[src/rtl/calc_sequencer.sv]
// calc_sequencer: keypad-driven calculator control FSM.
// Builds operand A, the operator and operand B from decimal key entries.
// Starts the shared ALU with a start/done handshake, bounded by a timeout.
// Registers the display value, sign and error flags for the 7-segment path.
module calc_sequencer #(
   parameter int unsigned W          = 14,
   parameter int unsigned MAX_DIGITS = 4,
   parameter int unsigned TIMEOUT    = 64
) (
   input  logic         clock,
   input  logic         reset,
   input  logic [4:0]   key,
   input  logic         press,
   input  logic         alu_done,
   input  logic         alu_error,
   input  logic         alu_neg,
   input  logic [W-1:0] alu_result,
   output logic [W-1:0] operand_a,
   output logic [W-1:0] operand_b,
   output logic [1:0]   op_sel,
   output logic         alu_start,
   output logic [W-1:0] disp_value,
   output logic         disp_neg,
   output logic         disp_error,
   output logic         busy,
   output logic [2:0]   state
);

   localparam int unsigned CW = $clog2(MAX_DIGITS + 1);
   localparam int unsigned TW = $clog2(TIMEOUT + 1);
   localparam logic [CW-1:0] MAX_CNT = CW'(MAX_DIGITS);
   localparam logic [TW-1:0] TMO_MAX = TW'(TIMEOUT);

   typedef enum logic [2:0] {
      S_ENTER_A = 3'd0,
      S_ENTER_B = 3'd1,
      S_EXEC    = 3'd2,
      S_WAIT    = 3'd3,
      S_RESULT  = 3'd4,
      S_ERROR   = 3'd5
   } state_t;

   state_t        state_q, state_d;
   logic [W-1:0]  a_q, a_d, b_q, b_d, res_q, res_d;
   logic [CW-1:0] a_cnt_q, a_cnt_d, b_cnt_q, b_cnt_d;
   logic [1:0]    op_q, op_d;
   logic          neg_q, neg_d;
   logic [TW-1:0] tmo_q, tmo_d;
   logic [W-1:0]  disp_value_q, disp_value_d;
   logic          disp_neg_q, disp_neg_d;
   logic          disp_error_q, disp_error_d;
   logic          alu_start_q, alu_start_d;
   logic          busy_q, busy_d;

   logic          k_digit, k_op, k_eq, k_clr;
   logic [1:0]    k_opcode;

   assign k_digit  = press && (key < 5'd10);
   assign k_op     = press && (key >= 5'd10) && (key <= 5'd13);
   assign k_eq     = press && (key == 5'd14);
   assign k_clr    = press && (key == 5'd15);
   // key-10 for keys 10..13: the low two bits plus 2, wrapping mod 4
   assign k_opcode = key[1:0] + 2'd2;

   // State and datapath registers, synchronous active-high reset
   always_ff @(posedge clock) begin
      if (reset) begin
         state_q      <= S_ENTER_A;
         a_q          <= '0;
         b_q          <= '0;
         res_q        <= '0;
         a_cnt_q      <= '0;
         b_cnt_q      <= '0;
         op_q         <= '0;
         neg_q        <= 1'b0;
         tmo_q        <= '0;
         disp_value_q <= '0;
         disp_neg_q   <= 1'b0;
         disp_error_q <= 1'b0;
         alu_start_q  <= 1'b0;
         busy_q       <= 1'b0;
      end else begin
         state_q      <= state_d;
         a_q          <= a_d;
         b_q          <= b_d;
         res_q        <= res_d;
         a_cnt_q      <= a_cnt_d;
         b_cnt_q      <= b_cnt_d;
         op_q         <= op_d;
         neg_q        <= neg_d;
         tmo_q        <= tmo_d;
         disp_value_q <= disp_value_d;
         disp_neg_q   <= disp_neg_d;
         disp_error_q <= disp_error_d;
         alu_start_q  <= alu_start_d;
         busy_q       <= busy_d;
      end
   end

   // Next state plus operand, operator, result and timeout updates
   always_comb begin
      state_d = state_q;
      a_d     = a_q;
      b_d     = b_q;
      res_d   = res_q;
      a_cnt_d = a_cnt_q;
      b_cnt_d = b_cnt_q;
      op_d    = op_q;
      neg_d   = neg_q;
      tmo_d   = tmo_q;
      if (k_clr) begin
         state_d = S_ENTER_A;
         a_d     = '0;
         b_d     = '0;
         res_d   = '0;
         a_cnt_d = '0;
         b_cnt_d = '0;
         op_d    = '0;
         neg_d   = 1'b0;
         tmo_d   = '0;
      end else begin
         case (state_q)
            S_ENTER_A: begin
               if (k_digit) begin
                  if (a_cnt_q < MAX_CNT) begin
                     a_d     = a_q * W'(10) + W'(key);
                     a_cnt_d = a_cnt_q + CW'(1);
                  end
               end else if (k_op) begin
                  op_d    = k_opcode;
                  state_d = S_ENTER_B;
               end
            end
            S_ENTER_B: begin
               if (k_digit) begin
                  if (b_cnt_q < MAX_CNT) begin
                     b_d     = b_q * W'(10) + W'(key);
                     b_cnt_d = b_cnt_q + CW'(1);
                  end
               end else if (k_op && (b_cnt_q == '0)) begin
                  op_d = k_opcode;
               end else if (k_eq && (b_cnt_q != '0)) begin
                  state_d = S_EXEC;
               end
            end
            S_EXEC: begin
               tmo_d   = '0;
               state_d = S_WAIT;
            end
            S_WAIT: begin
               // a done pulse in the timeout cycle takes precedence
               if (alu_done) begin
                  res_d   = alu_result;
                  neg_d   = alu_neg;
                  state_d = alu_error ? S_ERROR : S_RESULT;
               end else if (tmo_q == TMO_MAX) begin
                  state_d = S_ERROR;
               end else begin
                  tmo_d = tmo_q + TW'(1);
               end
            end
            S_RESULT: begin
               if (k_digit) begin
                  a_d     = W'(key);
                  a_cnt_d = CW'(1);
                  b_d     = '0;
                  b_cnt_d = '0;
                  state_d = S_ENTER_A;
               end else if (k_op) begin
                  // chained result is locked against further digit appends
                  a_d     = res_q;
                  a_cnt_d = MAX_CNT;
                  b_d     = '0;
                  b_cnt_d = '0;
                  op_d    = k_opcode;
                  state_d = S_ENTER_B;
               end
            end
            S_ERROR: ;
            default: state_d = S_ENTER_A;
         endcase
      end
   end

   // Registered outputs decoded from the upcoming state and datapath values
   always_comb begin
      alu_start_d  = (state_d == S_EXEC);
      busy_d       = (state_d == S_EXEC) || (state_d == S_WAIT);
      disp_value_d = a_d;
      disp_neg_d   = 1'b0;
      disp_error_d = 1'b0;
      case (state_d)
         S_ENTER_A: disp_value_d = a_d;
         S_ENTER_B: disp_value_d = (b_cnt_d != '0) ? b_d : a_d;
         S_EXEC,
         S_WAIT:    disp_value_d = b_d;
         S_RESULT: begin
            disp_value_d = res_d;
            disp_neg_d   = neg_d;
         end
         S_ERROR: begin
            disp_value_d = '0;
            disp_error_d = 1'b1;
         end
         default:   disp_value_d = a_d;
      endcase
   end

   assign operand_a  = a_q;
   assign operand_b  = b_q;
   assign op_sel     = op_q;
   assign alu_start  = alu_start_q;
   assign disp_value = disp_value_q;
   assign disp_neg   = disp_neg_q;
   assign disp_error = disp_error_q;
   assign busy       = busy_q;
   assign state      = state_q;

endmodule

[config.mk]
export PLATFORM = sky130hd
export DESIGN_NAME = calc_sequencer
export DESIGN_NICKNAME = d
export VERILOG_FILES = /design/src/rtl/calc_sequencer.sv
export SDC_FILE = /design/constraint.sdc
export NUM_CORES = 1
export LEC_CHECK = 0
export CORE_MARGIN = 2
export CORE_UTILIZATION = 34
export DETAILED_ROUTE_END_ITERATION = 8
export DONT_BUFFER_PORTS = 1
export PLACE_DENSITY_LB_ADDON = 0.25
export SYNTH_ARGS = -nofsm -noshare
export SYNTH_HDL_FRONTEND = slang
export SYNTH_SLANG_ARGS = --single-unit
[constraint.sdc]
create_clock -name clock -period 3.3 [get_ports clock]
set_input_delay 0.33 -clock clock [delete_from_list [all_inputs] [get_ports clock]]
set_output_delay 0.33 -clock clock [all_outputs]
set_load 0.05 [all_outputs]
==> out/metrics.yaml, run 1 <==
floorplan:
  io_pins: 76
  start_util_pct: 34.7
  die_h_um: 126
  rows: 44
  dieWidth_um: 126
  die_area_um2: 15800
  coreArea_um2: 14500
cells_and_area:
  drive_above_1_share_pct: 15.8
  multi_input_comb_area_um2: 3320
  seq_area_um2: 1590
  final_nets: 681
  utilization_pct: 40.3
  mostFrequentLayoutCells: "dfxtp_1, nor2_1, ha_1"
  design_area_um2: 5850
  syn_to_final_growth_pct: 16.1
  final_common_cell: "dfxtp_1"
  fillers: 1477
critical_path:
  crit_buf_inv: 1
  worstPathArrival_ns: 3.40
  critPathRequiredTime_ns: 3.54
  crit_fanout: 3
  crit_path_top_delay_cell: "fa_2"
  setup.worst_path.start_class: "register"
  critPathMaxStageDelay_ns: 0.36
  worstPathCellList: "ha_1 -> ha_1 -> fa_2 -> a211o_1 -> buf_4 -> a211oi_1 -> o21ai_1 -> and3_1 -> a2111oi_4 -> xor2_1 -> nand2_1 -> a21oi_2 -> a211o_1"
  endpoint_kind: "register"
  cp_top_family: "compound AO/OA/AOI/OAI gates"
  worstSetupPathType: "reg2reg"
detailed_routing:
  route.detailed.drc: 0
  drt_first_pass_iters: 5
  wirelength_mm: 14.8
  final_antenna_net_count: 0
  wl_per_cell_um: 18.8
  drtIter0Drc: 354
  viasPerCell: 5.62
  vias: 4443
sta:
  fmax_ghz: 0.316
  period_needed_ns: 3.16
  whs_ns: 0.0476
  rsz0062_at_grt: "false"
  final-hold-violation-count: 0
  slew_violations: 0
  fin_tns_setup_ns: 0
  tightestPinTransition_ns: 0.691
  finalClockSkew_ns: 0.0103
  period_share_pct: 95.8
  setup_violations: 0
  relSlewSlack_pct: 54.0
global_routing:
  grt_usage_pct: 18.6
  antenna_found_initial: 0
  grt_max_degree: 33
  overflow: 0
  grt_pass1_vias: 4240
  grt_pass1_wl_mm: 23.3
logic_synthesis:
  synth_compound_area_share_pct: 21.4
  synth-xor-area-share_pct: 6.25
  synth_fa_ha_area_share_pct: 14.2
  synth-async-reset-ratio_pct: 0
  synth-simple-area-share_pct: 20.5
  synth_cell_types: 73
  yosys_warnings: 0
  avgSynthCellArea_um2: 8.97
  synth_edf_count: 0
  syn-num-nets: 642
  synthCells: 562
  synth_mux_area_share_pct: 3.18
  synth-main-ff-cell: "dfxtp_1"
  ys_ff_latch: 79
  synth_top_family_by_area: "compound AO/OA/AOI/OAI gates"
  ys_seq_area_share_pct: 31.4
  syn_area_um2: 5040
placement:
  portBuffers: 0
  detailed_place_hpwl_mm: 11.4
  place_congestion: 0.865
  detailed_place.area_um2: 5540
power:
  p_leak_uw: 0.00258
  powerDensity_nw_per_um2: 369
  peakVddDrop_mv: 0.304
cts:
  cts_tree: "yes"
  clock-sinks: 79
  clock_latency_ns: 0.35
  ctsHoldBuffers: 0
  cts-root-buf: "clkbuf_16"
  numCtsBuffers: 9
  htreeDepth: 3
  path_clk_slew_ns: 0.06
  clock_path_buffers: 2
job:
  maxCapViolCount: 0
min_path:
  min_path_type: "in2reg"
run_status:
  status: "finished, final reports clean"
-- cell type report --
| cell class | count | share of cell area, % |
|---|---|---|
| Inverter | 16 | 1.03 |
| Clock buffer | 11 | 3.98 |
| Sequential cell | 79 | 27.2 |
| Timing Repair Buffer | 47 | 6.03 |
| Tap cell | 184 | 3.93 |
| Clock inverter | 5 | 1.00 |
| Antenna cell | 1 | 0.0428 |
| Multi-Input combinational cell | 448 | 56.8 |
-- metrics by stage --
stage               total power, uW  std cells  worst slack, ns
finish                         2160        791            0.137
global placement               1180        773           0.0694
global route                   2230        790          0.00687
floorplan                      1130        562          0.00103
CTS                            2180        789          0.00294
detailed placement             1180        773           0.0195
-- layer usage --
layer / track usage [%] / part of all wire (%)
met1: 24.1 / 44
met2: 30.6 / 48
met4: 3.68 / 0.70
met3: 5.90 / 7.1
met5: 0 / 0
-- report_power, final --
group	leakage, uW	total, uW	switching [uW]	internal [uW]
clock network	0.000136	1000	417	587
logic	0.00180	168	108	59.9
registers	0.000641	991	26.5	965
total	0.00258	2160	551	1610
-- path summary, 6_finish.rpt --
kind	startpoint	end	slack, ns	depth (start not counted)
max	operand_b[1]	disp_value[13]	0.14	13
min	reset	operand_b[8]	0.05	1
max reg2reg	operand_b[1]	disp_value[13]	0.14	13
min reg2reg	a_cnt_q[1]	a_cnt_q[1]	0.47	2
-- cells by family (layout without fill, tap and decap cells) --
family / count (synthesis) / count (layout)
flops: 79 / 79
buf+inv: 35 / 79
fa+ha+maj: 55 / 55
mux: 16 / 16
xor+xnor: 36 / 36
simple gates: 198 / 198
other cells: 0 / 1
compound gates: 143 / 143
-- flip-flops by register name (all words and copies together) (netlist names) --
signal,count
a_cnt_q,3
alu_start,1
b_cnt_q,3
busy,1
disp_error,1
disp_neg,1
disp_value,14
neg_q,1
op_sel,2
operand_a,14
operand_b,14
res_q,14
state,3
tmo_q,7
-- cell usage after synthesis, types with 3 or more instances --
master / instances / area, um2
a21oi_1: 34 / 170
xor2_1: 13 / 114
o21ai_0: 9 / 45.0
clkbuf_1: 12 / 45.0
ha_1: 51 / 638
or2_2: 3 / 18.8
nand2b_1: 8 / 50.1
o22ai_1: 9 / 56.3
or3_1: 6 / 37.5
buf_2: 3 / 15.0
and2_1: 3 / 18.8
a211oi_1: 3 / 22.5
fa_1: 4 / 80.1
nor2b_1: 10 / 62.6
o21bai_1: 4 / 30.0
nor3_1: 11 / 55.1
xnor2_1: 23 / 201
nor2_1: 69 / 259
a32oi_1: 4 / 35.0
inv_1: 15 / 56.3
o31ai_1: 3 / 22.5
a22oi_1: 14 / 105
a22o_1: 9 / 78.8
o21ai_1: 6 / 30.0
o21a_1: 4 / 30.0
nand4_1: 3 / 18.8
and3_1: 7 / 43.8
or2_1: 3 / 18.8
mux2i_1: 16 / 160
a21o_1: 6 / 45.0
nor4_1: 4 / 25.0
nand2_1: 36 / 135
a211o_1: 3 / 26.3
o22a_1: 3 / 26.3
nand3_1: 15 / 75.1
dfxtp_1: 79 / 1580
a222oi_1: 8 / 80.1
-- worst reg2reg max path, cell delays in order (launching register included) --
cell and delay [ns]:
dfxtp_4 0.34, ha_1 0.29, ha_1 0.25, fa_2 0.36, a211o_1 0.28, buf_4 0.14, a211oi_1 0.22, o21ai_1 0.11
and3_1 0.21, a2111oi_4 0.29, xor2_1 0.11, nand2_1 0.11, a21oi_2 0.07, a211o_1 0.27
-- repair_timing --
item | CTS | global route
setup endpoints to repair | 1 | 4
gates cloned | 0 | 0
setup buffers | 0 | 1
pin swaps | 1 | 4
resized for setup | 0 | 5
Note: power is estimated with default switching activity, not from simulation.
==> run 2: changes to the inputs <==
--- a/config.mk
+++ b/config.mk
@@ -9,7 +9,7 @@
 export CORE_UTILIZATION = 34
 export DETAILED_ROUTE_END_ITERATION = 8
 export DONT_BUFFER_PORTS = 1
-export PLACE_DENSITY_LB_ADDON = 0.25
+export PLACE_DENSITY = 0.5
 export SYNTH_ARGS = -nofsm -noshare
 export SYNTH_HDL_FRONTEND = slang
 export SYNTH_SLANG_ARGS = --single-unit
==> out/metrics.yaml, run 2 (synthesized netlist as in run 1, its figures left out) <==
critical_path:
  endpoint_kind: "register"
  worstSetupPathType: "reg2reg"
  r2r_cells: 12
  crit_fanout: 4
  critPathRequiredTime_ns: 3.54
  worstPathArrival_ns: 3.36
  setup.worst_path.start_class: "register"
detailed_routing:
  drt_first_pass_iters: 5
  viasPerCell: 5.66
  final_antenna_net_count: 0
  wl_per_cell_um: 18.9
  wirelength_mm: 14.9
  route.detailed.drc: 0
  drtIter0Drc: 298
  vias: 4475
min_path:
  min_path_type: "in2reg"
  hold-path-cell-count: 1
cells_and_area:
  final_common_cell: "dfxtp_1"
  fillers: 1494
  drive_above_1_share_pct: 16.2
  syn_to_final_growth_pct: 16.8
  antenna_cells: 0
  final_nets: 681
  design_area_um2: 5890
  mostFrequentLayoutCells: "dfxtp_1, nor2_1, ha_1"
global_routing:
  grt_usage_pct: 19.2
  overflow: 0
  grt_max_degree: 28
  grt_pass1_wl_mm: 23.9
  antenna_found_initial: 0
  grt_pass1_vias: 4448
cts:
  clock_latency_ns: 0.35
  numCtsBuffers: 9
  clock-sinks: 79
  ctsHoldBuffers: 0
  htreeDepth: 3
  clock_path_buffers: 2
  path_clk_slew_ns: 0.07
  cts_tree: "yes"
  cts-root-buf: "clkbuf_16"
floorplan:
  rows: 44
  die_h_um: 126
  dieWidth_um: 126
  die_area_um2: 15800
  io_pins: 76
  start_util_pct: 34.7
  coreArea_um2: 14500
sta:
  whs_ns: 0.0513
  finalClockSkew_ns: 0.00845
  setup_violations: 0
  relSlewSlack_pct: 46.9
  fmax_ghz: 0.320
  fin_tns_setup_ns: 0
  period_share_pct: 94.6
  tightestPinTransition_ns: 0.791
  period_needed_ns: 3.12
  slew_violations: 0
  setup_ws_ns: 0.179
  final-hold-violation-count: 0
  rsz0062_at_grt: "false"
power:
  p_leak_uw: 0.00261
  p_seq_share_pct: 43.5
  power.switching_uw: 565
  intPower_uw: 1710
  powerDensity_nw_per_um2: 387
  switching_share_pct: 24.8
  combinationalPowerShare_pct: 7.4
  pwr-share-clk_pct: 49.1
  peakVddDrop_mv: 0.273
job:
  maxCapViolCount: 0
placement:
  detailed_place_hpwl_mm: 11.7
  place_congestion: 0.866
  dpl_worst_slack_ns: -0.00183
  detailed_place.area_um2: 5540
  portBuffers: 0
run_status:
  status: "finished, final reports clean"
## run 2: per-layer routing
| layer | global-route usage, % | vias up | wire [um] |
|---|---|---|---|
| met2 | 31.2 | 148 | 6980 |
| li1 | - | 2165 | - |
| met4 | 5.11 | 0 | 269 |
| met5 | 0 | - | 0 |
| met3 | 5.86 | 20 | 1020 |
| met1 | 24.9 | 2142 | 6660 |
## run 2: stage by stage
| stage | util [%] | std cells | total power (uW) |
|---|---|---|---|
| after CTS | 40.4 | 788 | 2300 |
| final | 40.5 | 790 | 2280 |
| after global routing | 40.5 | 790 | 2360 |
| after global placement | 38.1 | 772 | 1180 |
| after detailed placement | 38.1 | 772 | 1180 |
| after floorplan | - | 562 | 1130 |
## run 2: what timing repair did
item,in CTS,in global routing
setup buffers,0,2
setup endpoints to repair,1,3
resized for setup,0,4
pin swaps,1,5
## run 2: area by class of cell
type                    count  area [um2]  share of cell area, %
clock buffers              10         239                   4.06
repair buffers             47         353                   5.99
inverters                  16        60.1                   1.02
flip-flops and latches     79        1590                   27.0
multi-input cells         448        3330                   56.5
clock inverters             6        91.3                   1.55
well taps                 184         230                   3.91
## run 2: path summary, 6_finish.rpt
| kind | to | start | slack, ns |
|---|---|---|---|
| worst max-delay path | disp_value[13] | operand_a[3] | 0.18 |
| worst min-delay path | operand_b[8] | reset | 0.05 |
| worst max register to register | disp_value[13] | operand_a[3] | 0.18 |
| worst min register to register | a_cnt_q[1] | a_cnt_q[1] | 0.46 |
## run 2: power groups by stage
stage | logic, uW | registers [uW] | clock network, uW
2_1_floorplan | 105 | 1030 | 0
3_3_place_gp | 166 | 1010 | 0
3_5_place_dp | 167 | 1010 | 0
4_1_cts | 169 | 991 | 1140
5_1_grt | 187 | 993 | 1180
6_report | 168 | 992 | 1120
## run 2: worst max-delay path: stages, from the launching register on
cell and delay [ns]:
dfxtp_2 0.35, ha_1 0.28, ha_1 0.24, fa_1 0.43, a21oi_1 0.17, o221a_1 0.25, xnor2_1 0.19, nand4_1 0.18
nor3_2 0.20, nand3b_1 0.13, xnor2_1 0.17, o22ai_1 0.12, a211o_1 0.31
